--- src/rtl/manual_drive_ctrl_pkg.sv ---
// Shared car definitions: drive-state encodings used by the drive controller,
// odometer and display blocks.
package manual_drive_ctrl_pkg;

  typedef enum logic [3:0] {
    ST_IDLE         = 4'b0000,
    ST_NOT_STARTING = 4'b0001,
    ST_STARTING     = 4'b0010,
    ST_MOVING       = 4'b0100
  } drive_state_e;

  // Gear selection may track the lever whenever the drivetrain is not under load.
  function automatic logic gear_may_follow(drive_state_e st, logic clutch_in);
    logic follow;
    case (st)
      ST_NOT_STARTING: follow = 1'b1;
      ST_STARTING:     follow = 1'b1;
      ST_MOVING:       follow = clutch_in;
      default:         follow = 1'b0;
    endcase
    return follow;
  endfunction

endpackage

--- src/rtl/manual_drive_ctrl_tick_gen.sv ---
// Odometer tick generator: counts enabled cycles and emits a registered
// one-cycle pulse every TICK_DIV cycles; disabling discards the partial count.
module tick_gen #(
  parameter int TICK_DIV = 50_000_000,
  parameter int TICK_W   = 26
) (
  input  logic clk,
  input  logic rst,
  input  logic en,
  output logic tick
);

  logic [TICK_W-1:0] cnt_q;
  logic [TICK_W-1:0] cnt_d;
  logic              tick_q;
  logic              tick_d;

  // Next count and wrap pulse.
  always_comb begin
    cnt_d  = '0;
    tick_d = 1'b0;
    if (en) begin
      if (cnt_q == TICK_W'(TICK_DIV - 1)) begin
        cnt_d  = '0;
        tick_d = 1'b1;
      end else begin
        cnt_d  = cnt_q + TICK_W'(1);
        tick_d = 1'b0;
      end
    end else begin
      cnt_d  = '0;
      tick_d = 1'b0;
    end
  end

  // Counter and pulse registers.
  always_ff @(posedge clk or negedge rst) begin
    if (!rst) begin
      cnt_q  <= '0;
      tick_q <= 1'b0;
    end else begin
      cnt_q  <= cnt_d;
      tick_q <= tick_d;
    end
  end

  assign tick = tick_q;

endmodule

--- src/rtl/manual_drive_ctrl.sv ---
// Manual driving mode controller: drive-state FSM, gear latch, kill request
// and odometer tick/clear pulses.
module manual_drive_ctrl
  import manual_drive_ctrl_pkg::*;
#(
  parameter int TICK_DIV = 50_000_000,
  parameter int TICK_W   = 26
) (
  input  logic       clk,
  input  logic       rst,
  input  logic       power_now,
  input  logic       manual_sel,
  input  logic       throttle,
  input  logic       clutch,
  input  logic       brake,
  input  logic       reverse,
  output logic [3:0] state,
  output logic       odo_tick,
  output logic       odo_clr,
  output logic       kill,
  output logic       reverse_now
);

  drive_state_e state_q, state_d;
  logic         odo_clr_q, odo_clr_d;
  logic         kill_q, kill_d;
  logic         kill_cond_q, kill_cond_d;
  logic         reverse_now_q, reverse_now_d;
  logic         tick_s;

  // Next-state, gear latch and kill condition.
  always_comb begin
    state_d       = state_q;
    odo_clr_d     = 1'b0;
    kill_cond_d   = 1'b0;
    reverse_now_d = reverse_now_q;

    if (!power_now || !manual_sel) begin
      state_d = ST_IDLE;
    end else begin
      case (state_q)
        ST_IDLE: begin
          state_d   = ST_NOT_STARTING;
          odo_clr_d = 1'b1;
        end
        ST_NOT_STARTING: begin
          if (throttle && clutch && !brake) begin
            state_d = ST_STARTING;
          end else if (throttle && !clutch) begin
            kill_cond_d = 1'b1;
          end else begin
            state_d = ST_NOT_STARTING;
          end
        end
        ST_STARTING: begin
          if (brake) begin
            state_d = ST_NOT_STARTING;
          end else if (throttle && !clutch) begin
            state_d = ST_MOVING;
          end else begin
            state_d = ST_STARTING;
          end
        end
        ST_MOVING: begin
          if (brake) begin
            state_d = ST_NOT_STARTING;
          end else if (clutch) begin
            state_d = ST_STARTING;
          end else begin
            state_d = ST_MOVING;
          end
          // Shifting under load is refused and reported as a kill request.
          if (!clutch && (reverse != reverse_now_q)) begin
            kill_cond_d = 1'b1;
          end else begin
            kill_cond_d = 1'b0;
          end
        end
        default: state_d = ST_IDLE;
      endcase
    end

    if (gear_may_follow(state_q, clutch)) begin
      reverse_now_d = reverse;
    end else begin
      reverse_now_d = reverse_now_q;
    end

    kill_d = kill_cond_d && !kill_cond_q;
  end

  // State and output registers.
  always_ff @(posedge clk or negedge rst) begin
    if (!rst) begin
      state_q       <= ST_IDLE;
      odo_clr_q     <= 1'b0;
      kill_q        <= 1'b0;
      kill_cond_q   <= 1'b0;
      reverse_now_q <= 1'b0;
    end else begin
      state_q       <= state_d;
      odo_clr_q     <= odo_clr_d;
      kill_q        <= kill_d;
      kill_cond_q   <= kill_cond_d;
      reverse_now_q <= reverse_now_d;
    end
  end

  tick_gen #(
    .TICK_DIV(TICK_DIV),
    .TICK_W  (TICK_W)
  ) u_tick_gen (
    .clk (clk),
    .rst (rst),
    .en  (state_q == ST_MOVING),
    .tick(tick_s)
  );

  assign state       = state_q;
  assign odo_tick    = tick_s;
  assign odo_clr     = odo_clr_q;
  assign kill        = kill_q;
  assign reverse_now = reverse_now_q;

endmodule

--- config.mk ---
export PLATFORM = sky130hd
export DESIGN_NAME = manual_drive_ctrl
export DESIGN_NICKNAME = d
export VERILOG_FILES = /design/src/rtl/manual_drive_ctrl_pkg.sv /design/src/rtl/manual_drive_ctrl_tick_gen.sv /design/src/rtl/manual_drive_ctrl.sv
export SDC_FILE = /design/constraint.sdc
export NUM_CORES = 1
export LEC_CHECK = 0
export ABC_AREA = 1
export BUFFER_PORTS_ARGS = -buffer_cell sky130_fd_sc_hd__buf_2
export CAP_MARGIN = 40
export CORE_ASPECT_RATIO = 0.75
export CORE_MARGIN = 8
export CORE_UTILIZATION = 45
export DETAILED_ROUTE_END_ITERATION = 6
export PLACE_DENSITY = 0.75
export SYNTH_ARGS = -nofsm -noshare
export SYNTH_HDL_FRONTEND = slang
export SYNTH_SLANG_ARGS = --single-unit
--- constraint.sdc ---
create_clock -name clk -period 2.1 [get_ports clk]
set_clock_uncertainty 0.15 [all_clocks]
set_input_delay 0.21 -clock clk [delete_from_list [all_inputs] [get_ports clk]]
set_output_delay 0.21 -clock clk [all_outputs]
set_load 0.02 [all_outputs]
# [Word level (Yosys, flattened, before mapping)]
# Cells that the tools add are included.
# W data, S select, Z words.
[op_classes] n_addsub=1 eq_ne=6 n_mux=20 reduce_logical=13
[op_table] operator="$mux W26" n=2
[op_table] operator="$add A26 B1 Y26 const B" n=1
[op_table] operator="$eq A26 B26 Y1 const B" n=1
[op_table] operator="$pmux W4 S4" n=1
[op_table] operator="$mux W3" n=4
[op_table] operator="$mux W4" n=3
[op_table] operator="$mux W1" n=8
[op_table] operator="$logic_and A1 B1 Y1" n=5
[op_table] operator="$logic_not A1 Y1" n=5
[op_table] operator="$eq A4 B1 Y1 const B" n=1
[op_table] operator="$eq A4 B2 Y1 const B" n=1
[op_table] operator="$eq A4 B3 Y1 const B" n=1
[op_table] operator="$logic_not A4 Y1" n=1
[op_table] operator="$ne A4 B4 Y1 const B" n=1
[op_table] operator="$pmux W1 S2" n=2
[op_table] operator="$reduce_or A2 Y1" n=1
[op_table] operator="$logic_or A1 B1 Y1" n=1
[op_table] operator="$ne A1 B1 Y1" n=1
[totals] register_bits=35 output_inout_bits=8 word_cells=47

# [Longest topological paths before layout]
# Gate-level depths: netlist of run 1.
[depth] ltp_word=7 mapped_depth=9

# [Hierarchy]
# A second synthesis of run 1 with hierarchy kept.
[unflattened] hier_cells=287 area_unflattened_um2=2006.9
[by_module_without_submodules] module="tick_gen" instances=1 cells_each=223 area_per_inst_um2=1569.0
[by_module_without_submodules] module="manual_drive_ctrl" instances=1 cells_each=64 area_per_inst_um2=437.9

# [Least setup slack after synthesis of run 1]
# No wires, ideal clock.
[synth_timing] kind="register to register" start="register u_tick_gen.cnt_q[0]" end="register u_tick_gen.cnt_q[0]" arrival_time_ps=1339 path_slack_ps=488 stages_incl_launch_ff=10 n_path_buf=1 path_cell_list="dfrtp_1 ha_1 nand3_2 nor2_4 nand2_2 nor2_2 nand2_2 nand2_4 buf_12 nor2_2"
[synth_between] elab_chain_len=3 word_cells_on_any_way=4
[synth_rtl] element="start, declared" line_no="manual_drive_ctrl_tick_gen.sv:13" source="logic [TICK_W-1:0] cnt_q;"
[synth_rtl] element="start signal, assigned" line_no="manual_drive_ctrl_tick_gen.sv:42" source="cnt_q <= cnt_d;"
[synth_rtl] element="$add A26 B1 Y26 or $eq A26 B26 Y1 (tied branches)" line_no="manual_drive_ctrl_tick_gen.sv:27, manual_drive_ctrl_tick_gen.sv:23"
[synth_rtl] element="$mux W26 (*)" line_no="manual_drive_ctrl_tick_gen.sv:23" source="if (cnt_q == TICK_W'(TICK_DIV - 1)) begin"
[synth_rtl] element="$mux W26 (*)" line_no="manual_drive_ctrl_tick_gen.sv:22" source="if (en) begin"
[synth_rtl] element="named net u_tick_gen.cnt_d[0]" line_no="manual_drive_ctrl_tick_gen.sv:14" source="logic [TICK_W-1:0] cnt_d;"
# Mark *: on every way through the listed nets, which the timed path passes. The rest lies on a longest branch.
# A chain may end at the register's enable or synchronous reset.

# [Final worst setup path of run 1]
[layout_timing] start="register u_tick_gen.cnt_q[0]" end="register u_tick_gen.cnt_q[23]"
# Same word-level chain as after synthesis.

==> impl_metrics.json, run 1 <==
{
  "status": "completed",
  "detail_route.wl_per_cell_um": 12.0,
  "cts_tree": "done",
  "drt-pass1-iter-count": 4,
  "yosys.cell_types.count": 26,
  "final.hold.worst_slack_ns": 0.0367,
  "netlist_instances": 273,
  "clock_insertion_delay_worst_skew_ns": 0.28,
  "place.gp.congestion": 0.880,
  "grt.met3_usage_pct": 3.47,
  "tns_ns": 0,
  "clk_pin_slew_worst_paths_ns": 0.07,
  "number_of_nets_in_the_final_layout": 303,
  "fmaxAchievable_mhz": 557,
  "grt_antenna_before_repair": 0,
  "worstSetupStartpointType": "flop",
  "pin_count": 16,
  "ir_worst_vdd_uv": 286,
  "syn-cell-area_mm2": 0.00201,
  "syn_area_per_cell_um2": 7.36,
  "cap_viol_max_count": 0,
  "num_antenna_cells": 0,
  "port_buffer_count": 14,
  "layout.core_utilization_pct": 51.2,
  "dp.final_hpwl_um": 3250,
  "drt_first_iter_violations": 121,
  "groute.layer.met1.usage_pct": 18.8,
  "clockBufferDepth": 2,
  "flow.area_growth_from_synthesis_pct": 11.8,
  "finalHoldViolCount": 0,
  "worst-path-buf-inv": 0,
  "globalRouteTotalUtil_pct": 13.5,
  "setup-violations-final": 0,
  "worstMarginPinSlew_ns": 0.735,
  "worst-setup-path-type": "reg -> reg",
  "sequential_share_of_the_synthesized_area_pct": 42.4,
  "die_area_mm2": 0.00688,
  "worst-path-max-fanout": 18,
  "avgViaCountPerCell": 4.88,
  "postRouteWirelength_um": 4230,
  "synth.ff_latch_count": 34,
  "worst-endpoint-arrival_ns": 1.81,
  "top_usage_layer": "met2",
  "period_minus_slack_ns": 1.79,
  "power.leakage_nw": 0.929,
  "critical-path-max-stage-delay_ns": 0.47,
  "worst_setup_path_end_kind": "flop",
  "min_from": "reverse",
  "pre_cts_ws_ns": 0.314,
  "netlist.area_leader.share_pct": 42.4,
  "setup_slack_ns": 0.305,
  "grtUsageMet2_pct": 19.4,
  "period_share_pct": 85.5,
  "cp_top_family": "simple AND/OR/NAND/NOR gates",
  "final_common_cell": "nand2_1",
  "reg2reg_slack_ns": 0.31,
  "most_repeated_library_cell_on_the_critical_path": "nand2_2",
  "level_count_of_the_clock_h_tree": 2,
  "drc": 0,
  "root_buffer": "clkbuf_8",
  "count_of_vias_placed_by_the_detailed_router": 1713,
  "grt_first_pass_wirelength_um": 7330,
  "hold_path.class": "in -> reg",
  "rows": 21,
  "drive_gt1_share_pct": 15.0,
  "worstReg2RegStart": "u_tick_gen.cnt_q[0]",
  "layout_common_cells": "74 x nand2_1, 54 x nor2_1, 34 x dfrtp_1, 28 x inv_1, 17 x nand3_1",
  "reg2reg_depth": 8,
  "yosys_warnings": 0,
  "clock_sinks": 34,
  "worst_r2r_endpoint": "u_tick_gen.cnt_q[23]",
  "number_of_gates_resized_after_cts": 0,
  "power.density_mw_per_mm2": 582,
  "route.antenna.remaining_nets": 0,
  "grt_total_ovfl": 0,
  "first_global_vias": 1604,
  "grt_setup_unrepaired": "no",
  "worstPathCellList": "ha_1, nand3_2, nor2_4, nand2_2, nor2_2, nand2_2, nand2_4, nor2_1",
  "mappedNetlistNets": 283,
  "die_w_um": 93.1,
  "number_of_cells_on_the_worst_hold_path": 3,
  "final_max_slew_viol_count": 0,
  "start_util_pct": 45.8,
  "placeableCoreArea_mm2": 0.00439,
  "worst-endpoint-required_ns": 2.12,
  "grt_start_max_net_pins": 35,
  "ys_top_cells_by_area": "dfrtp_1 42%, nand2_1 14%, nor2_1 10%",
  "top_cell_type_by_total_area_after_synthesis": "dfrtp_1",
  "timing.max_slew.rel_slack_pct": 51.0,
  "timing.hold.worst_endpoint": "reverse_now",
  "vertical_die_dimension_um": 73.9,
  "critical-path-slowest-cell": "dfrtp_1",
  "tritoncts_buffers": 5
}
[per-layer routing]
layer  routed length (um)  vias up
met2                 1790       37
met4                   33        0
met3                  236        2
li1                     -      882
met5                    0        -
met1                 2170      792
[through the flow]
stage / std cells / power [mW] / area (um2)
after floorplan: 273 / 0.704 / 2010
after CTS: 351 / 1.32 / 2240
after global placement: 341 / 0.733 / 2120
after detailed placement: 341 / 0.734 / 2120
after global routing: 351 / 1.37 / 2240
final: 351 / 1.31 / 2240
[final cells by class]
cell class / count / area (um2)
Clock buffer: 7 / 76.3
Sequential cell: 34 / 851
Clock inverter: 1 / 30.0
Inverter: 28 / 105
Fill cell: 411 / 2140
Multi-Input combinational cell: 208 / 1020
Timing Repair Buffer: 16 / 90.1
Tap cell: 57 / 71.3
[cell families (layout without fill, tap and decap cells)]
logic type / count (synthesis) / count (layout) / share of synthesized area, %
compound gates: 14 / 14 / 4.05
other cells: 1 / 1 / 0.187
buf+inv: 31 / 52 / 6.79
flops: 34 / 34 / 42.4
simple gates: 179 / 179 / 40.1
xor+xnor: 12 / 12 / 5.23
fa+ha+maj: 2 / 2 / 1.25
[flip-flops by register name, summed over array words and instances (netlist names)]
register	cells
kill_cond_q	1
state	3
odo_clr	1
kill	1
u_tick_gen.tick	1
u_tick_gen.cnt_q	26
reverse_now	1
[Yosys cell counts]
library cell,number
nor3_1,5
o21ai_0,4
nand2_2,4
xor2_1,6
nand4_1,2
o22ai_1,2
o21bai_1,1
nand3_1,17
clkbuf_1,1
nand2_1,74
o211ai_1,1
and2_1,3
a21oi_1,5
dfrtp_1,34
inv_1,28
nand2_4,2
conb_1,1
buf_4,1
nor2_2,13
xnor2_1,6
ha_1,2
nand3_2,1
o2111ai_1,1
nor2_4,4
buf_12,1
nor2_1,54
[what timing repair did]
| action | 4_1_cts | 5_1_grt |
|---|---|---|
| setup buffers | 0 | 0 |
| endpoints found under the hold margin | 35 | 0 |
| hold buffers | 2 | 0 |
[worst max-delay path by stage]
stage | startpoint | end | slack, ns | cells past startpoint
after CTS | u_tick_gen.cnt_q[0] | u_tick_gen.cnt_q[23] | 0.30 | 8
final | u_tick_gen.cnt_q[0] | u_tick_gen.cnt_q[23] | 0.31 | 8
after detailed placement | u_tick_gen.cnt_q[0] | u_tick_gen.cnt_q[23] | 0.31 | 8
after global placement | u_tick_gen.cnt_q[0] | u_tick_gen.cnt_q[14] | 0.39 | 8
after global routing | u_tick_gen.cnt_q[0] | u_tick_gen.cnt_q[23] | 0.17 | 8
after floorplan | u_tick_gen.cnt_q[0] | u_tick_gen.cnt_q[0] | 0.49 | 9
[worst reg2reg max path: cells and delay by family (launching register included)]
family	cells	cell delay [ns]
and+or+nand+nor	7	0.83
DFF	1	0.47
adders and majority gates	1	0.23
[report_power, final]
| part | leakage [nW] | internal (mW) | switching (mW) | total (mW) |
|---|---|---|---|---|
| registers | 0.472 | 0.661 | 0.00419 | 0.665 |
| clock network | 0.0524 | 0.355 | 0.228 | 0.583 |
| logic | 0.405 | 0.0175 | 0.0403 | 0.0578 |
| total | 0.929 | 1.03 | 0.273 | 1.31 |
No activity file was read; power rests on OpenSTA's default activity.
==> run 2, diff against run 1 <==
--- a/config.mk
+++ b/config.mk
@@ -11,8 +11,11 @@
 export CORE_ASPECT_RATIO = 0.75
 export CORE_MARGIN = 8
 export CORE_UTILIZATION = 45
+export CTS_BUF_LIST = sky130_fd_sc_hd__clkbuf_8 sky130_fd_sc_hd__clkbuf_16
 export DETAILED_ROUTE_END_ITERATION = 6
+export HOLD_SLACK_MARGIN = 0.03
 export PLACE_DENSITY = 0.75
+export RECOVER_POWER = 100
 export SYNTH_ARGS = -nofsm -noshare
 export SYNTH_HDL_FRONTEND = slang
 export SYNTH_SLANG_ARGS = --single-unit
==> run 2 against run 1 <==
Net effect: die area is the same; sequential share of layout area increased by 0.75 points; sequential cell count unchanged; first-iteration DRC count increased by 31%; cell count stayed put; largest cell class unchanged; largest power group unchanged; highest routed layer unchanged.
==> impl_metrics.json, run 2 (synthesis gave the netlist of run 1 again) <==
{
  "status": "completed",
  "critical-path-max-stage-delay_ns": 0.46,
  "grt_first_pass_wirelength_um": 7330,
  "postRouteWirelength_um": 4260,
  "largest-register": "u_tick_gen.cnt_q",
  "clock_insertion_delay_worst_skew_ns": 0.28,
  "worstReg2RegStart": "u_tick_gen.cnt_q[0]",
  "fmaxAchievable_mhz": 546,
  "power.density_mw_per_mm2": 588,
  "worstSetupStartpointType": "flop",
  "placeableCoreArea_mm2": 0.00439,
  "worstPathCellList": "ha_1, nand3_1, nor2_4, nand2_2, nor2_1, nand2_1, nand2_4, nor2_1",
  "detail_route.wl_per_cell_um": 12.1,
  "setup-violations-final": 0,
  "port_buffer_count": 14,
  "route.antenna.remaining_nets": 0,
  "power.leakage_nw": 0.908,
  "die_area_mm2": 0.00688,
  "post_dp_cell_area_mm2": 0.00212,
  "grt_setup_unrepaired": "no",
  "num_antenna_cells": 0,
  "dp.final_hpwl_um": 3250,
  "worst-path-max-fanout": 18,
  "most_repeated_library_cell_on_the_critical_path": "nor2_1",
  "tritoncts_buffers": 5,
  "worstMarginPinSlew_ns": 0.825,
  "grt_total_ovfl": 0,
  "worst_setup_path_startpoint": "u_tick_gen.cnt_q[0]",
  "largest_register_ffs": 26,
  "die_w_um": 93.1,
  "final.hold.worst_slack_ns": 0.0376,
  "min_from": "reverse",
  "ir_worst_vdd_uv": 286,
  "worst-endpoint-required_ns": 2.12,
  "root_buffer": "clkbuf_8",
  "worst_setup_path_end_kind": "flop",
  "flow.area_growth_from_synthesis_pct": 9.59,
  "avgViaCountPerCell": 4.95,
  "period_minus_slack_ns": 1.83,
  "count_of_vias_placed_by_the_detailed_router": 1736,
  "finalHoldViolCount": 0,
  "start_util_pct": 45.8,
  "layout.cell_area.non_filler_mm2": 0.00220,
  "clockBufferDepth": 2,
  "grt_start_max_net_pins": 35,
  "cap_viol_max_count": 0,
  "hold_path.class": "in -> reg",
  "period_share_pct": 87.3,
  "critical-path-slowest-cell": "dfrtp_1",
  "first_global_vias": 1604,
  "timing.max_slew.rel_slack_pct": 45.0,
  "layout_common_cells": "76 x nand2_1, 62 x nor2_1, 34 x dfrtp_1, 30 x inv_1, 18 x nand3_1",
  "globalRouteTotalUtil_pct": 13.5,
  "worst-endpoint-arrival_ns": 1.85,
  "clock_sinks": 34,
  "worst-setup-path-type": "reg -> reg",
  "place.gp.congestion": 0.880,
  "tns_ns": 0,
  "final_max_slew_viol_count": 0,
  "drt-pass1-iter-count": 4,
  "cts_tree": "done",
  "vertical_die_dimension_um": 73.9,
  "number_of_nets_in_the_final_layout": 303,
  "level_count_of_the_clock_h_tree": 2,
  "multiInputGateArea_um2": 986,
  "final_common_cell": "nand2_1",
  "drive_gt1_share_pct": 8.84,
  "clk_pin_slew_worst_paths_ns": 0.07,
  "drc": 0,
  "drt_first_iter_violations": 158,
  "num-fill-cells": 421,
  "area.sequential_um2": 851,
  "rows": 21,
  "grt_antenna_before_repair": 0,
  "pin_count": 16
}
-- run 2: critical path: cells and delay by family (launching register included) --
| kind | cells | cell delay (ns) |
|---|---|---|
| simple gates | 7 | 0.89 |
| flops | 1 | 0.46 |
| fa+ha+maj | 1 | 0.22 |
-- run 2: final timing paths --
| path | to | slack (ns) | cells past startpoint |
|---|---|---|---|
| max in group asynchronous | u_tick_gen.cnt_q[5] | 0.88 | 2 |
| min in group asynchronous | u_tick_gen.cnt_q[23] | 0.40 | 2 |
| worst max register to register | u_tick_gen.cnt_q[23] | 0.27 | 8 |
| worst min-delay path | reverse_now | 0.04 | 3 |
| worst min register to register | kill | 0.24 | 1 |
| worst max-delay path | u_tick_gen.cnt_q[23] | 0.27 | 8 |
-- run 2: area by class of cell --
| type | instances | share of cell area, % |
|---|---|---|
| Multi-Input combinational cell | 208 | 44.8 |
| Tap cell | 57 | 3.24 |
| Inverter | 28 | 4.78 |
| Timing Repair Buffer | 16 | 3.70 |
| Sequential cell | 34 | 38.7 |
| Clock inverter | 3 | 1.71 |
| Clock buffer | 5 | 3.13 |
-- run 2: where the power goes --
part           internal [mW]  switching, mW
Combinational         0.0159         0.0407
Sequential             0.661        0.00444
Clock                  0.345          0.228
Total                   1.02          0.273
-- run 2: through the flow --
stage	setup WS [ns]	instances	total power [mW]	utilization (%)
2_1_floorplan	0.488	273	0.704	-
3_3_place_gp	0.386	341	0.733	48.3
3_5_place_dp	0.314	341	0.734	48.3
4_1_cts	0.302	351	1.31	51.2
5_1_grt	0.129	351	1.36	50.2
6_report	0.267	351	1.30	50.2
-- run 2: metal layers --
metal | GRT usage, % | share of wire (%)
met3 | 3.47 | 4.2
met1 | 18.8 | 52
met5 | 0 | 0
met2 | 19.4 | 43
met4 | 4.80 | 0.87
-- run 2: timing repair --
action                    4_1_cts  5_1_grt
resized for setup               0        0
hold endpoints to repair       35        0
hold buffers                    2        0
setup buffers                   0        0
==> run 3, diff against run 2 <==
--- a/config.mk
+++ b/config.mk
@@ -9,12 +9,12 @@
 export BUFFER_PORTS_ARGS = -buffer_cell sky130_fd_sc_hd__buf_2
 export CAP_MARGIN = 40
 export CORE_ASPECT_RATIO = 0.75
-export CORE_MARGIN = 8
+export CORE_MARGIN = 5
 export CORE_UTILIZATION = 45
 export CTS_BUF_LIST = sky130_fd_sc_hd__clkbuf_8 sky130_fd_sc_hd__clkbuf_16
 export DETAILED_ROUTE_END_ITERATION = 6
 export HOLD_SLACK_MARGIN = 0.03
-export PLACE_DENSITY = 0.75
+export PLACE_DENSITY_LB_ADDON = 0.05
 export RECOVER_POWER = 100
 export SYNTH_ARGS = -nofsm -noshare
 export SYNTH_HDL_FRONTEND = slang
==> constraint.sdc (replaced) <==
create_clock -name clk -period 1.5 [get_ports clk]
set_clock_uncertainty 0.15 [all_clocks]
set_input_delay 0.15 -clock clk [delete_from_list [all_inputs] [get_ports clk]]
set_output_delay 0.15 -clock clk [all_outputs]
set_load 0.02 [all_outputs]
==> run 3 against run 2 <==
Net effect: via count rose by 4.4%; critical endpoint is now u_tick_gen.cnt_q[13]; maximum frequency increased by 19%; combinational power up 47%; the run now ends with negative setup slack left; hold slack improved by 0.053 ns; largest power group unchanged; cell count increased by 9.4%.
==> impl_metrics.json, run 3 (synthesis gave the netlist of run 1 again) <==
{
  "worst-path-buf-inv": 1,
  "worst-endpoint-arrival_ns": 1.56,
  "largest_register_ffs": 26,
  "route.antenna.remaining_nets": 0,
  "final.hold.worst_slack_ns": 0.0907,
  "start_util_pct": 45.8,
  "dr_wl_met2_um": 1970,
  "detail_route.wl_per_cell_um": 12.6,
  "count_of_vias_placed_by_the_detailed_router": 1813,
  "level_count_of_the_clock_h_tree": 2,
  "grt_antenna_before_repair": 0,
  "number_of_nets_in_the_final_layout": 336,
  "layout_common_cells": "71 x nand2_1, 43 x nor2_1, 28 x inv_1, 26 x dfrtp_1, 26 x buf_4",
  "cp_top_family": "simple AND/OR/NAND/NOR gates",
  "worstSetupStartpointType": "flop",
  "grt_start_max_net_pins": 35,
  "worst-path-max-fanout": 9,
  "maxUsedRoutingLayer": "met4",
  "worstMarginPinSlew_ns": 0.838,
  "postRouteWirelength_um": 4820,
  "place.gp.congestion": 0.847,
  "dp.final_hpwl_um": 3690,
  "layout.cell_area.non_filler_mm2": 0.00262,
  "total_power_mw": 1.71,
  "met1Wirelength_um": 2520,
  "globalRouteTotalUtil_pct": 18.0,
  "grt_total_ovfl": 0,
  "port_buffer_count": 14,
  "fin_cells": 384,
  "grt_first_pass_wirelength_um": 7940,
  "rows": 21,
  "final_common_cell": "nand2_1",
  "dpl.cell_count": 364,
  "failed_checks": "negative setup slack",
  "die_area_mm2": 0.00591,
  "flow.area_growth_from_synthesis_pct": 30.5,
  "placeableCoreArea_mm2": 0.00439,
  "wl_met3_um": 258,
  "tritoncts_buffers": 5,
  "cap_viol_max_count": 0,
  "status": "complete, but fails checks",
  "power.leakage_nw": 1.10,
  "period_minus_slack_ns": 1.54,
  "timing.max_slew.rel_slack_pct": 44.1,
  "worst-setup-path-type": "reg -> reg",
  "drt-pass1-iter-count": 4,
  "clock_sinks": 34,
  "period_share_pct": 103,
  "root_buffer": "clkbuf_8",
  "die_w_um": 87.1,
  "pin_count": 16,
  "setup_slack_ns": -0.0380,
  "grt_setup_unrepaired": "yes",
  "worst_setup_path_end_kind": "flop",
  "most_repeated_library_cell_on_the_critical_path": "nand2_2",
  "fmaxAchievable_mhz": 650,
  "largest-register": "u_tick_gen.cnt_q",
  "tns_ns": -0.520,
  "vertical_die_dimension_um": 67.9,
  "critical-path-max-stage-delay_ns": 0.43,
  "final_max_slew_viol_count": 0,
  "cts_tree": "done",
  "drt_first_iter_violations": 100,
  "worstPathCellList": "ha_4, nand3_4, nor2_4, nand2_2, nor2_2, nand2_2, nand2_4, buf_12, nor2_1",
  "clockBufferDepth": 2,
  "drive_gt1_share_pct": 30.0,
  "finalHoldViolCount": 0,
  "worst-endpoint-required_ns": 1.52,
  "power.density_mw_per_mm2": 650,
  "setup-violations-final": 18,
  "ir_worst_vdd_uv": 594,
  "hold_path.class": "in -> reg",
  "clock_insertion_delay_worst_skew_ns": 0.28,
  "drc": 0,
  "critical-path-slowest-cell": "dfrtp_1",
  "avgViaCountPerCell": 4.72,
  "clk_pin_slew_worst_paths_ns": 0.07,
  "post_dp_cell_area_mm2": 0.00232,
  "num_antenna_cells": 0,
  "first_global_vias": 1575
}
==> run 3: cell types whose count changed in the layout (fill, tap and decap cells not counted), moves of 2 or more <==
| cell | before | now |
|---|---|---|
| nand2_2 | 2 | 5 |
| buf_6 | 0 | 3 |
| dfrtp_2 | 0 | 8 |
| buf_12 | 0 | 2 |
| nor2_2 | 6 | 19 |
| nand2_1 | 76 | 71 |
| nand2_4 | 2 | 4 |
| dfrtp_1 | 34 | 26 |
| nor2_1 | 62 | 43 |
| nand3_1 | 18 | 16 |
| ha_1 | 2 | 0 |
| inv_1 | 30 | 28 |
| nor2_4 | 3 | 9 |
| buf_4 | 0 | 26 |
==> run 3: final timing paths <==
kind                                        end                 from  slack (ns)  cells after the start
setup / recovery           u_tick_gen.cnt_q[13]  u_tick_gen.cnt_q[1]       -0.04                      9
hold / removal                      kill_cond_q             throttle        0.09                      3
setup reg to reg           u_tick_gen.cnt_q[13]  u_tick_gen.cnt_q[1]       -0.04                      9
hold reg to reg                            kill          kill_cond_q        0.26                      1
max in group asynchronous   u_tick_gen.cnt_q[7]                  rst        0.19                      3
min in group asynchronous   u_tick_gen.cnt_q[5]                  rst        0.43                      3
==> run 3: stage by stage <==
step | util, % | setup slack, ns
after global routing | 59.7 | -0.118
final | 59.7 | -0.0380
after CTS | 56.4 | -0.0554
after global placement | 52.8 | -0.0863
after floorplan | - | -0.112
after detailed placement | 52.8 | -0.0670
==> run 3: cell type report <==
| class | count | area (um2) |
|---|---|---|
| tap | 57 | 71.3 |
| clock buffer | 6 | 82.6 |
| fill | 409 | 1770 |
| multi-input combinational | 208 | 1130 |
| inverter | 28 | 105 |
| sequential | 34 | 861 |
| clock inverter | 2 | 8.76 |
| timing repair buffer | 49 | 365 |
==> run 3: per-layer routing <==
metal | vias up | track usage, %
met2 | 28 | 25.0
li1 | 949 | -
met4 | 0 | 5.17
met5 | - | 0
met3 | 6 | 3.97
met1 | 830 | 27.5
==> run 3: worst reg2reg max path: stages (launching register included) <==
cell,delay [ns]
dfrtp_1,0.43
ha_4,0.17
nand3_4,0.09
nor2_4,0.10
nand2_2,0.05
nor2_2,0.08
nand2_2,0.08
nand2_4,0.09
buf_12,0.13
nor2_1,0.05
==> run 3: what timing repair did <==
action / in CTS / in global routing
endpoints found under the setup margin: 20 / 27
setup buffers: 2 / 7
hold buffers: 3 / 0
pin swaps: 5 / 11
hold endpoints to repair: 36 / 0
resized for setup: 7 / 35
==> run 3: where the power goes <==
group	switching, mW	leakage [nW]	internal, mW
clock	0.327	0.0524	0.363
sequential	0.00720	0.458	0.925
combinational	0.0582	0.590	0.0249
